**config.mk**
```make
export PLATFORM = sky130hd
export DESIGN_NAME = multi_button_debouncer
export DESIGN_NICKNAME = d
export VERILOG_FILES = /design/src/rtl/debounce_pkg.sv /design/src/rtl/debounce_channel.sv /design/src/rtl/multi_button_debouncer.sv
export SDC_FILE = /design/constraint.sdc
export NUM_CORES = 1
export LEC_CHECK = 0
export CAP_MARGIN = 25
export CORE_ASPECT_RATIO = 0.6
export CORE_UTILIZATION = 40
export CTS_BUF_LIST = sky130_fd_sc_hd__clkbuf_8
export DETAILED_ROUTE_END_ITERATION = 10
export SETUP_SLACK_MARGIN = 0.5
export SLEW_MARGIN = 20
export SYNTH_ARGS = -nofsm -noshare
export SYNTH_HDL_FRONTEND = slang
export SYNTH_SLANG_ARGS = --single-unit
```
**constraint.sdc**
```tcl
create_clock -name clk -period 1.55 [get_ports clk]
set_input_delay 0.465 -clock clk [delete_from_list [all_inputs] [get_ports clk]]
set_output_delay 0.465 -clock clk [all_outputs]
set_load 0.05 [all_outputs]
```
**src/rtl/debounce_pkg.sv**
```systemverilog
// Shared defaults and helpers for the multi-channel button debouncer.
// Optional hold-pulse logic is enabled by defining DEBOUNCE_HOLD_EN.
package debounce_pkg;

  localparam int DEB_CNT_W_DEFAULT       = 16;
  localparam int DEB_SYNC_STAGES_DEFAULT = 3;
  localparam int DEB_HOLD_W_DEFAULT      = 24;

  // Number of consecutive mismatched clocks before the debounced level toggles.
  function automatic int unsigned deb_time_clks(input int unsigned cnt_w);
    return 32'd1 << cnt_w;
  endfunction

endpackage

```
**src/rtl/debounce_channel.sv**
```systemverilog
// One button channel: synchroniser, stability counter, rise/fall pulses and,
// when DEBOUNCE_HOLD_EN is defined, a saturating hold counter with a hold pulse.
module debounce_channel
  import debounce_pkg::*;
#(
  parameter int CNT_W       = DEB_CNT_W_DEFAULT,
  parameter int SYNC_STAGES = DEB_SYNC_STAGES_DEFAULT,
  parameter int HOLD_W      = DEB_HOLD_W_DEFAULT
) (
  input  logic clk,
  input  logic rst,
  input  logic i_pb,
  output logic o_out,
  output logic o_rise,
  output logic o_fall,
  output logic o_hold
);

  if (SYNC_STAGES < 2 || CNT_W < 1 || HOLD_W < 1) begin : g_param_guard
    $error("debounce_channel: illegal parameter value");
  end

  localparam logic [CNT_W-1:0] CNT_MAX = '1;

  logic [SYNC_STAGES-1:0] r_sync;
  logic [CNT_W-1:0]       r_cnt;
  logic                   r_out;
  logic                   r_rise;
  logic                   r_fall;
  logic                   w_sync;
  logic                   w_idle;

  assign w_sync = r_sync[SYNC_STAGES-1];
  assign w_idle = (w_sync == r_out);

  // The all-ones compare toggles before the counter could wrap.
  always_ff @(posedge clk) begin
    if (rst) begin
      r_sync <= '0;
      r_cnt  <= '0;
      r_out  <= 1'b0;
      r_rise <= 1'b0;
      r_fall <= 1'b0;
    end else begin
      r_sync <= {r_sync[SYNC_STAGES-2:0], i_pb};
      r_rise <= 1'b0;
      r_fall <= 1'b0;
      if (w_idle) begin
        r_cnt <= '0;
      end else if (r_cnt == CNT_MAX) begin
        r_out  <= ~r_out;
        r_cnt  <= '0;
        r_rise <= ~r_out;
        r_fall <= r_out;
      end else begin
        r_cnt <= r_cnt + 1'b1;
      end
    end
  end

  assign o_out  = r_out;
  assign o_rise = r_rise;
  assign o_fall = r_fall;

`ifdef DEBOUNCE_HOLD_EN
  localparam logic [HOLD_W-1:0] HOLD_MAX = '1;
  localparam logic [HOLD_W-1:0] HOLD_ARM = HOLD_MAX - 1'b1;

  logic [HOLD_W-1:0] r_hold_cnt;
  logic              r_hold;

  // Pulse on the edge that lands the counter on all-ones; it then saturates.
  always_ff @(posedge clk) begin
    if (rst || !r_out) begin
      r_hold_cnt <= '0;
      r_hold     <= 1'b0;
    end else begin
      if (r_hold_cnt != HOLD_MAX) begin
        r_hold_cnt <= r_hold_cnt + 1'b1;
      end
      r_hold <= (r_hold_cnt == HOLD_ARM);
    end
  end

  assign o_hold = r_hold;
`else
  assign o_hold = 1'b0;
`endif

endmodule

```
**src/rtl/multi_button_debouncer.sv**
```systemverilog
// N independent debounced button channels plus a registered any-event flag.
// Define DEBOUNCE_HOLD_EN to enable the per-channel hold pulse on pb_hold.
module multi_button_debouncer
  import debounce_pkg::*;
#(
  parameter int NUM_CH      = 4,
  parameter int CNT_W       = DEB_CNT_W_DEFAULT,
  parameter int SYNC_STAGES = DEB_SYNC_STAGES_DEFAULT,
  parameter int HOLD_W      = DEB_HOLD_W_DEFAULT
) (
  input  logic              clk,
  input  logic              rst,
  input  logic [NUM_CH-1:0] pb_in,
  output logic [NUM_CH-1:0] pb_out,
  output logic [NUM_CH-1:0] pb_rise,
  output logic [NUM_CH-1:0] pb_fall,
  output logic              pb_any,
  output logic [NUM_CH-1:0] pb_hold
);

  logic [NUM_CH-1:0] w_out;
  logic [NUM_CH-1:0] w_rise;
  logic [NUM_CH-1:0] w_fall;
  logic [NUM_CH-1:0] w_hold;
  logic              r_any;

  for (genvar i = 0; i < NUM_CH; i++) begin : g_ch
    debounce_channel #(
      .CNT_W      (CNT_W),
      .SYNC_STAGES(SYNC_STAGES),
      .HOLD_W     (HOLD_W)
    ) u_ch (
      .clk   (clk),
      .rst   (rst),
      .i_pb  (pb_in[i]),
      .o_out (w_out[i]),
      .o_rise(w_rise[i]),
      .o_fall(w_fall[i]),
      .o_hold(w_hold[i])
    );
  end

  // One cycle behind the pulses so it can feed a single wake-up input.
  always_ff @(posedge clk) begin
    if (rst) begin
      r_any <= 1'b0;
    end else begin
      r_any <= |(w_rise | w_fall);
    end
  end

  assign pb_out  = w_out;
  assign pb_rise = w_rise;
  assign pb_fall = w_fall;
  assign pb_hold = w_hold;
  assign pb_any  = r_any;

endmodule

```
* Word level (Yosys, flattened, before mapping)
Cells that the tools add are included.
** Cells by class
- Add/subtract/negate cells :: 4
- Equality and inequality tests :: 8
- Bitwise logic cells :: 13
- Reduce and logical (&&, ||, !) cells :: 13
** Operator list (number)
- $add A16 B1 Y16 const B :: 4
- $eq A16 B16 Y1 const B :: 4
- $reduce_or A3 Y1 :: 8
- $not A1 Y1 :: 12
- $reduce_and A2 Y1 :: 4
- $eq A1 B1 Y1 :: 4
- $or A4 B4 Y4 :: 1
- $reduce_or A4 Y1 :: 1
** Word-level totals
- Bits in registers :: 89
- Input port bits :: 6

* Depth between registers and ports, before layout
- Word-level depth :: 3
- Mapped depth :: 7
- Depth with buffers taken out :: 5

* Cells and area by module
Synthesis repeated with hierarchy kept, for this count alone.
** Second synthesis, totals
- Cells, all modules :: 384
- Area, all modules :: 3826.2 sq um
** By module, submodules not included
- debounce_channel :: times used 4, cells each 95, area each 947.2 sq um, sequential area each 440.4 sq um
- multi_button_debouncer :: times used 1, cells each 4, area each 37.5 sq um, sequential area each 20.0 sq um

* Least setup slack after synthesis
Ideal clock, no wire load.
- Kind :: reg-to-reg
- Start :: reg g_ch[1].u_ch.r_cnt[0]
- End :: reg g_ch[1].u_ch.r_cnt[15]
- Library setup time :: 0.115 ns
- Arrival :: 1.574 ns
- Required time :: 1.435 ns
- Setup slack :: -0.139 ns
- Cell stages (with the launch flop) :: 7
- Path buffers :: 1
- Clock period less this slack :: 1.689 ns
- Path through :: dfxtp_1 -> ha_1 -> nand3_1 -> nor4_2 -> nand2b_1 -> buf_4 -> nor2_1
** Between the ends
- Longest elaborated chain between the ends :: 2
** Ends and longest elaborated chain
- start, declared :: line debounce_channel.sv:26 : logic [CNT_W-1:0] r_cnt;
- start signal, assigned :: line debounce_channel.sv:56 : r_cnt <= r_cnt + 1'b1;
- parallel branches: the longest is 2 deep, another holds $add A16 B1 Y16
Several ways; the timed one is not identified.
A chain may end at the register's enable or synchronous reset.

* Final worst setup path
- Start :: reg g_ch[3].u_ch.r_cnt[1]
- End :: reg g_ch[3].u_ch.r_cnt[12]
** Between the ends
- Longest elaborated chain between the ends :: 2
** Ends and longest elaborated chain (line)
- start, declared :: debounce_channel.sv:26
- start signal, assigned :: debounce_channel.sv:56
- parallel branches: the longest is 2 deep, another holds $add A16 B1 Y16
Several ways; the timed one is not identified.

==> results.yml <==
run_status:
  status: "finished clean"
sta:
  slew_viol_final: 0
  setup_tns_ns: 0
  fin_crit_ns: 1.48
  fin_worst_skew_ns: 0.00782
  clock.fmax_mhz: 676
  period_share: 0.955
  rsz0062_at_grt: "true"
  report.final.setup_viol: 0
  hold_viol_final: 0
pwr:
  total_power_w: 0.00428
  peakVddDrop_uv: 613
  p_leak_nw: 1.88
  power_density_nw_per_um2: 792
setup_path:
  crit_required_ns: 1.82
  r2r-end: "g_ch[3].u_ch.r_cnt[12]"
  r2r_start: "g_ch[3].u_ch.r_cnt[1]"
  end_kind: "flip-flop"
  worstSetupStartpointType: "flip-flop"
  r2r_slack_ns: 0.07
  cp_max_fo: 3
  arrival_ns: 1.75
  critical_path_class: "reg2reg"
  r2r_cells: 5
drt:
  drc: 0
  drt_iter0_markers: 145
  ant_nets: 0
  vias: 2978
  finalWirelength_um: 8620
  routedWlPerCell_um: 14.2
  first_pass_iters: 4
  via_per_inst: 4.92
global_route:
  grt_pass1_wl_um: 14200
  antenna_found_initial: 0
  grt_max_degree: 15
  grt_overflow: 0
  track_usage: 0.191
  grt_pass1_vias: 2886
placement:
  dp_cells: 531
  dp_hpwl_um: 4750
  routabilityCongestion: 0.799
  io_buffers: 18
synth:
  synth_area_leaders: "dfxtp_1 (48%), xnor2_1 (10%), nor2_1 (8.4%), buf_4 (4.2%), xor2_1 (3.1%)"
  syn_avg_cell_area_um2: 9.23
  synth-edff-count: 0
  async_flop_share: 0
  ys_ff_latch: 89
  synth_ff_type: "dfxtp_1"
  yosysUniqueCellTypes: 34
  syn-cell-area_um2: 3720
  yosys.area.top_type: "dfxtp_1"
  yosysSeqAreaShare: 0.479
  synth_top_area_share: 0.479
  ys_warn_count: 0
  synth_cells: 403
cells_and_area:
  layout-drive-gt1-share: 0.467
  mostFrequentLayoutCells: "buf_4 (66), nor2_1 (59), xnor2_1 (44), dfxtp_4 (33)"
  syn_to_final_growth_pct: 45.4
  finalNonFillerCells: 605
  nets: 498
  nFillCells: 697
  layout_commonest_cell: "buf_4"
  antenna_cells: 0
clock_tree:
  clkLatencyLatePin_ns: 0.37
  clock_sinks: 89
  clock-root-buffer: "clkbuf_8"
  clk_pin_slew_worst_paths_ns: 0.09
  h-tree-depth: 3
  cts-buffers-inserted: 9
  ctsHoldBuffers: 0
  cts_tree: "built"
  max-clock-path-buffers: 2
floorplanning:
  ios: 23
  core_um2: 8750
  die_area_um2: 9700
  core.rowCount: 26
  initial_core_util: 0.425
  die_height_um: 76.7
  die_w_um: 127
hold_path:
  holdPathEnd: "g_ch[0].u_ch.o_out"
  min_path_cells: 2
  min_path_type: "in2reg"
  hp-start: "rst"
job:
  maxCapViolCount: 0
critical path, cell delays in order (launching register included):
cell	delay (ns)
dfxtp_4	0.36
ha_4	0.13
nand4_1	0.13
or4_4	0.55
xor2_1	0.14
nor2_1	0.05
layer usage:
| metal | GRT usage | routed length (um) | vias up |
|---|---|---|---|
| met5 | 0 | 0 | - |
| met4 | 0.0651 | 59 | 0 |
| met3 | 0.0607 | 364 | 4 |
| met2 | 0.283 | 3930 | 41 |
| met1 | 0.262 | 4270 | 1432 |
| li1 | - | - | 1501 |
cells in the mapped netlist, types with 2 or more instances:
master and instances:
a21oi_1 2, and3_1 2, and4_1 2, buf_4 21
clkbuf_1 2, dfxtp_1 89, ha_1 4, inv_1 14
mux2i_1 4, nand2_1 17, nand2b_1 7, nand3_1 17
nand4_1 15, nand4_2 5, nor2_1 83, nor2b_1 12
nor3_1 15, nor3b_1 2, nor4_1 13, nor4_2 3
or3_1 5, or4_1 2, xnor2_1 44, xor2_1 13
registers in the layout (all words and copies together) (netlist names):
name,count
g_ch.u_ch.r_sync,12
g_ch.u_ch.o_rise,4
pb_any,1
g_ch.u_ch.r_cnt,64
g_ch.u_ch.o_out,4
g_ch.u_ch.o_fall,4
per-stage QoR:
step,worst slack [ns],hold slack [ns],util,cell area [um^2]
after floorplan,0.146,0.406,-,3970
after global placement,-0.118,0.419,0.499,4370
after detailed placement,-0.143,0.426,0.499,4370
after CTS,0.0912,0.441,0.591,5170
after global routing,-0.0122,0.414,0.618,5410
final,0.0699,0.411,0.618,5410
power breakdown:
group | leakage, nW | switching, W | internal [W]
Combinational | 0.995 | 0.0000557 | 0.0000353
Clock | 0.128 | 0.000837 | 0.00111
Sequential | 0.760 | 0.00000627 | 0.00224
Total | 1.88 | 0.000899 | 0.00338
worst max-delay path by stage:
stage,from,end,cells past startpoint
floorplan,g_ch[1].u_ch.r_cnt[8],g_ch[1].u_ch.r_cnt[14],4
global placement,rst,g_ch[3].u_ch.r_cnt[5],3
detailed placement,rst,g_ch[3].u_ch.r_cnt[15],3
CTS,g_ch[3].u_ch.r_cnt[1],g_ch[3].u_ch.r_cnt[14],6
global route,g_ch[3].u_ch.r_cnt[1],g_ch[3].u_ch.r_cnt[9],7
finish,g_ch[3].u_ch.r_cnt[1],g_ch[3].u_ch.r_cnt[12],5
cell families (layout without fill, tap and decap cells):
| group | Yosys count | in the layout | synth area share |
|---|---|---|---|
| AO/OA/AOI/OAI | 6 | 7 | 0.0108 |
| multiplexers | 4 | 4 | 0.0108 |
| XOR/XNOR | 57 | 57 | 0.134 |
| AND/OR/NAND/NOR | 203 | 205 | 0.288 |
| other | 1 | 4 | 0.00101 |
| flip-flops | 89 | 89 | 0.479 |
| adder cells (fa/ha/maj) | 4 | 4 | 0.0135 |
| buffers and inverters | 39 | 123 | 0.0625 |
repair_timing:
item                       CTS  global route
buffers inserted            40            14
setup endpoints to repair   99            98
pin swaps                   44            13
hold endpoints to repair     0             0
resized for setup           68            48
cloned                       4             0
final cells by class:
class | count | area [um^2] | area share
repair buffers | 92 | 898 | 0.166
flip-flops and latches | 89 | 1940 | 0.359
clock buffers | 10 | 138 | 0.0254
multi-input cells | 281 | 2130 | 0.394
clock inverters | 6 | 105 | 0.0194
inverters | 15 | 56.3 | 0.0104
well taps | 112 | 140 | 0.0259
No activity file was read; power rests on OpenSTA's default activity.
